<file path="config.mk">
export PLATFORM = sky130hd
export DESIGN_NAME = adc_window_averager
export DESIGN_NICKNAME = d
export VERILOG_FILES = /design/src/rtl/adc_window_averager.sv
export SDC_FILE = /design/constraint.sdc
export NUM_CORES = 1
export LEC_CHECK = 0
export CORE_MARGIN = 4
export CORE_UTILIZATION = 40
export DETAILED_ROUTE_END_ITERATION = 7
export PLACE_DENSITY = 0.69
export RECOVER_POWER = 25
export SYNTH_ARGS = -nofsm -noshare
export SYNTH_HDL_FRONTEND = slang
export SYNTH_SLANG_ARGS = --single-unit
export TNS_END_PERCENT = 50
</file>
<file path="constraint.sdc">
create_clock -name ref_clk_i -period 5 [get_ports ref_clk_i]
set_input_delay 1 -clock ref_clk_i [delete_from_list [all_inputs] [get_ports ref_clk_i]]
set_output_delay 1 -clock ref_clk_i [all_outputs]
set_load 0.005 [all_outputs]
</file>
<file path="src/rtl/adc_window_averager.sv">
// Averages 2^LOG2_AVG four-channel ADC samples per window and emits the truncated means.
// Define ADC_MINMAX_EN to add per-window min_out_o/max_out_o outputs.
module adc_window_averager #(
  parameter int LOG2_AVG = 4,
  parameter int CH_W     = 12
) (
  input  logic              ref_clk_i,
  input  logic              reset_i,
  input  logic              enable_i,
  input  logic              sample_valid_i,
  input  logic [4*CH_W-1:0] ch_in_i,
  output logic [4*CH_W-1:0] avg_out_o,
  output logic              avg_valid_o,
  output logic [15:0]       window_count_o
`ifdef ADC_MINMAX_EN
  ,
  output logic [4*CH_W-1:0] min_out_o,
  output logic [4*CH_W-1:0] max_out_o
`endif
);

  localparam int N     = 1 << LOG2_AVG;
  localparam int ACC_W = CH_W + LOG2_AVG;
  localparam int CNT_W = LOG2_AVG + 1;
  localparam logic [CNT_W-1:0] LAST = CNT_W'(N - 1);

  typedef enum logic [1:0] {IDLE, ACCUM, DUMP} state_e;

  state_e            state_q, state_d;
  logic [ACC_W-1:0]  acc_q [4];
  logic [ACC_W-1:0]  acc_d [4];
  logic [CNT_W-1:0]  cnt_q, cnt_d;
  logic [4*CH_W-1:0] avg_q, avg_d;
  logic              valid_q, valid_d;
  logic [15:0]       win_q, win_d;
  logic [CH_W-1:0]   ch [4];

`ifdef ADC_MINMAX_EN
  logic [CH_W-1:0]   min_q [4];
  logic [CH_W-1:0]   min_d [4];
  logic [CH_W-1:0]   max_q [4];
  logic [CH_W-1:0]   max_d [4];
  logic [4*CH_W-1:0] min_out_q, min_out_d;
  logic [4*CH_W-1:0] max_out_q, max_out_d;
`endif

  always_comb begin
    for (int i = 0; i < 4; i++) begin
      ch[i] = ch_in_i[i*CH_W +: CH_W];
    end
  end

  // Enable low overrides every state; the DUMP strobe opens the next window so no sample is lost.
  always_comb begin
    state_d = state_q;
    acc_d   = acc_q;
    cnt_d   = cnt_q;
    avg_d   = avg_q;
    valid_d = 1'b0;
    win_d   = win_q;
`ifdef ADC_MINMAX_EN
    min_d     = min_q;
    max_d     = max_q;
    min_out_d = min_out_q;
    max_out_d = max_out_q;
`endif
    if (!enable_i) begin
      state_d = IDLE;
      cnt_d   = '0;
      for (int i = 0; i < 4; i++) begin
        acc_d[i] = '0;
`ifdef ADC_MINMAX_EN
        min_d[i] = '1;
        max_d[i] = '0;
`endif
      end
    end else begin
      case (state_q)
        IDLE: state_d = ACCUM;
        ACCUM: begin
          if (sample_valid_i) begin
            cnt_d = cnt_q + 1'b1;
            for (int i = 0; i < 4; i++) begin
              acc_d[i] = acc_q[i] + ACC_W'(ch[i]);
`ifdef ADC_MINMAX_EN
              if (cnt_q == '0) begin
                min_d[i] = ch[i];
                max_d[i] = ch[i];
              end else begin
                if (ch[i] < min_q[i]) min_d[i] = ch[i];
                if (ch[i] > max_q[i]) max_d[i] = ch[i];
              end
`endif
            end
            if (cnt_q == LAST) state_d = DUMP;
          end
        end
        DUMP: begin
          valid_d = 1'b1;
          win_d   = win_q + 16'd1;
          for (int i = 0; i < 4; i++) begin
            avg_d[i*CH_W +: CH_W] = acc_q[i][ACC_W-1:LOG2_AVG];
`ifdef ADC_MINMAX_EN
            min_out_d[i*CH_W +: CH_W] = min_q[i];
            max_out_d[i*CH_W +: CH_W] = max_q[i];
`endif
          end
          if (sample_valid_i) begin
            // With N=1 the accepted sample already completes a window.
            state_d = (N == 1) ? DUMP : ACCUM;
            cnt_d   = CNT_W'(1);
            for (int i = 0; i < 4; i++) begin
              acc_d[i] = ACC_W'(ch[i]);
`ifdef ADC_MINMAX_EN
              min_d[i] = ch[i];
              max_d[i] = ch[i];
`endif
            end
          end else begin
            state_d = ACCUM;
            cnt_d   = '0;
            for (int i = 0; i < 4; i++) begin
              acc_d[i] = '0;
`ifdef ADC_MINMAX_EN
              min_d[i] = '1;
              max_d[i] = '0;
`endif
            end
          end
        end
        default: state_d = IDLE;
      endcase
    end
  end

  always_ff @(posedge ref_clk_i or posedge reset_i) begin
    if (reset_i) begin
      state_q <= IDLE;
      cnt_q   <= '0;
      avg_q   <= '0;
      valid_q <= 1'b0;
      win_q   <= '0;
      for (int i = 0; i < 4; i++) begin
        acc_q[i] <= '0;
`ifdef ADC_MINMAX_EN
        min_q[i] <= '1;
        max_q[i] <= '0;
`endif
      end
`ifdef ADC_MINMAX_EN
      min_out_q <= '0;
      max_out_q <= '0;
`endif
    end else begin
      state_q <= state_d;
      cnt_q   <= cnt_d;
      avg_q   <= avg_d;
      valid_q <= valid_d;
      win_q   <= win_d;
      acc_q   <= acc_d;
`ifdef ADC_MINMAX_EN
      min_q     <= min_d;
      max_q     <= max_d;
      min_out_q <= min_out_d;
      max_out_q <= max_out_d;
`endif
    end
  end

  assign avg_out_o      = avg_q;
  assign avg_valid_o    = valid_q;
  assign window_count_o = win_q;
`ifdef ADC_MINMAX_EN
  assign min_out_o = min_out_q;
  assign max_out_o = max_out_q;
`endif

endmodule
</file>
==> flow_summary.yaml <==
placed_design:
  hpwl_um: 13710
  io_buffers: 116
  gp_congestion: 0.8328
  dpl_worst_slack_ps: 1394
cts:
  clockBufferDepth: 2
  clk_latency_ps: 430
  cts-resized-gates: 0
  path_clk_slew_ps: 60
  postCtsSetupRepairBufs: 0
  clock_sinks: 136
  htree_num_levels: 4
  cts_root_buf: "clkbuf_16"
  cts_made_buffers: 17
  cts_tree: "done"
  ctsHoldBuffers: 0
floorplan:
  die_area_um2: 21910
  dieWidth_um: 148.0
  dieHeight_um: 148.0
  pin_count: 117
  start_util_pct: 41.24
  row_count: 50
  core_area_um2: 19020
logic_synthesis:
  synth_top_area_share_pct: 43.40
  synth_area_um2: 7843
  seq_area_frac_synth_pct: 43.40
  ys_async_sr_fraction_pct: 100.0
  syn_inst: 777
  ys_types: 62
  avgSynthCellArea_um2: 10.09
  yosysWarnings: 0
  netlist.top_cell.by_area: "dfrtp_1"
  synth_edf_count: 0
  synth_top_flop_cell: "dfrtp_1"
  ys_ff_latch: 136
  synth_top_cells_by_area: "dfrtp_1, ha_1, mux2_2"
  synth_nets: 884
sta:
  tns_ps: 0
  min_period_over_period_pct: 64.72
  setup_violations: 0
  finalWorstSetupSlack_ps: 1764
  worstMarginPinSlew_ps: 2122
  layout_min_cycle_time_ps: 3236
  skew_ps: 11.17
  hold_viol: 0
  rsz0062_at_grt: "false"
  maxSlewViolCount: 102
  slew_headroom_pct: -41.49
  clock.fmax_mhz: 309.0
global_route:
  antenna_found_initial: 0
  grt_overflow_total: 0
  grt_pass1_wl_um: 32750
  grt_start_max_net_pins: 102
  grt_pass1_vias: 6415
  grt_use_total_pct: 18.61
route:
  routed_via_density: 5.469
  drtIter0Drc: 302
  wl_um: 19510
  drc: 0
  first_pass_iters: 4
  vias: 6360
  route.antenna.remaining_nets: 0
  routedWlPerCell_um: 16.77
worst_setup_path:
  arrival_ps: 3550
  crit_slowest_cell: "dlygate4sd3_1"
  end_kind: "register"
  ff2ff_path_depth: 4
  critPathKind: "primary input to register"
  cp-start-kind: "primary input"
  max_stage_delay_ps: 710
  critical_path_required_ps: 5320
  cp_max_fo: 20
  worstPathCellList: "dlygate4sd3_1 -> inv_1 -> nor2_1 -> nand2_1 -> o31ai_1"
layout:
  num-fill-cells: 1747
  final_nets: 998
  antennaDiodeCount: 0
  area_growth_pct: 25.61
  drive_above_1_share_pct: 11.41
min_path:
  hold_path_depth: 1
  hold_path_class: "register to register"
run_status:
  failed_checks: "max-capacitance violations, max-slew violations"
  status: "finished with violations"
power:
  p_total_w: 0.003000
  power.density_nw_per_um2: 304.5
  total_leakage_power_nw: 4.432
  vdd_ir_drop_max_mv: 0.2600
flow_run:
  max_cap_violations: 1
-- routing by layer --
| layer | share of wire (%) | vias up | track usage (%) | routed length, um |
|---|---|---|---|---|
| li1 | - | 3099 | - | - |
| met1 | 46 | 3086 | 25.13 | 9036 |
| met2 | 47 | 157 | 29.64 | 9135 |
| met3 | 5.5 | 18 | 4.537 | 1069 |
| met4 | 1.4 | 0 | 5.866 | 268 |
| met5 | 0 | - | 0 | 0 |
-- placed cells by master, fill, tap and decap left out, types with 21 or more instances in the layout --
cell type / n
a21o_1: 22
a21oi_1: 67
clkdlybuf4s50_1: 114
dfrtp_1: 136
ha_1: 51
inv_1: 21
mux2_2: 49
nand2_1: 55
nor2_1: 56
o21ai_0: 51
xnor2_1: 29
-- layout make-up --
cell class,count,area (um2),area share (%)
clock buffers,22,444.2,4.509
multi-input cells,588,4217,42.80
inverters,22,86.33,0.8764
flip-flops and latches,136,3403,34.55
clock inverters,9,126.4,1.283
repair buffers,126,1249,12.68
well taps,260,325.3,3.302
-- cells in the mapped netlist, types with 3 or more instances --
cell type and instances:
nand4_1 13, o211ai_1 5, o21ai_1 4, o21ai_0 51, fa_1 4, a211oi_1 13, a21boi_1 3, buf_2 14
nor3_1 10, clkbuf_1 13, inv_1 22, mux2_2 49, nand2_1 55, and3_1 12, nand3_1 14, dfrtp_1 136
or3_1 10, o31ai_1 4, a221oi_1 4, a21oi_1 67, xor2_1 20, nand2b_1 7, nor3b_1 3, xnor2_1 29
nor2b_1 3, a32o_1 4, a22oi_1 20, nor2_1 57, a31oi_1 12, a21o_1 22, ha_1 51
-- kinds of logic (layout without fill, tap and decap cells) --
| group | after synthesis | in the layout | synth area share, % |
|---|---|---|---|
| AOI/OAI and AO/OA | 237 | 237 | 19.56 |
| xor gates and xnor gates | 49 | 49 | 5.472 |
| adders and majority gates | 55 | 55 | 9.158 |
| buffers and inverters | 53 | 179 | 2.904 |
| DFF | 136 | 136 | 43.39 |
| muxes | 50 | 50 | 7.163 |
| and+or+nand+nor | 197 | 197 | 12.35 |
-- power breakdown --
part | total (W) | internal [W] | switching (W)
Combinational | 0.000568 | 0.000249 | 0.000319
Clock | 0.00124 | 0.000778 | 0.000464
Sequential | 0.00119 | 0.00115 | 0.0000394
Total | 0.00300 | 0.00218 | 0.000823
-- worst max-delay path, delay by kind of cell --
kind / cells / cell delay (ps)
buf+inv: 2 / 1020
simple gates: 2 / 1110
compound gates: 1 / 410
-- flip-flops by register name, summed over array words and instances, names as in the netlist --
| name | flops |
|---|---|
| avg_out_o | 48 |
| window_count_o | 16 |
| state_q | 2 |
| cnt_q | 5 |
| acc_q | 64 |
| avg_valid_o | 1 |
-- metrics by stage --
| step | utilization [%] | std cells | hold slack [ps] | cell area (um2) |
|---|---|---|---|---|
| 2_1_floorplan | - | 777 | 453.8 | 7843 |
| 3_3_place_gp | 48.80 | 1132 | 456.2 | 9281 |
| 3_5_place_dp | 48.80 | 1132 | 465.1 | 9281 |
| 4_1_cts | 51.80 | 1163 | 472.7 | 9852 |
| 5_1_grt | 51.80 | 1163 | 498.7 | 9851 |
| 6_report | 51.80 | 1163 | 472.1 | 9851 |
-- path summary, 6_finish.rpt --
kind                                    start                 end  slack, ps
max                                  enable_i           acc_q[10]       1760
min                        window_count_o[15]  window_count_o[15]        470
max reg2reg                        state_q[0]       avg_out_o[13]       2520
min reg2reg                window_count_o[15]  window_count_o[15]        470
max in group asynchronous             reset_i           acc_q[38]       2170
min in group asynchronous             reset_i  window_count_o[15]       1690
Power figures use the tool's default switching activity.
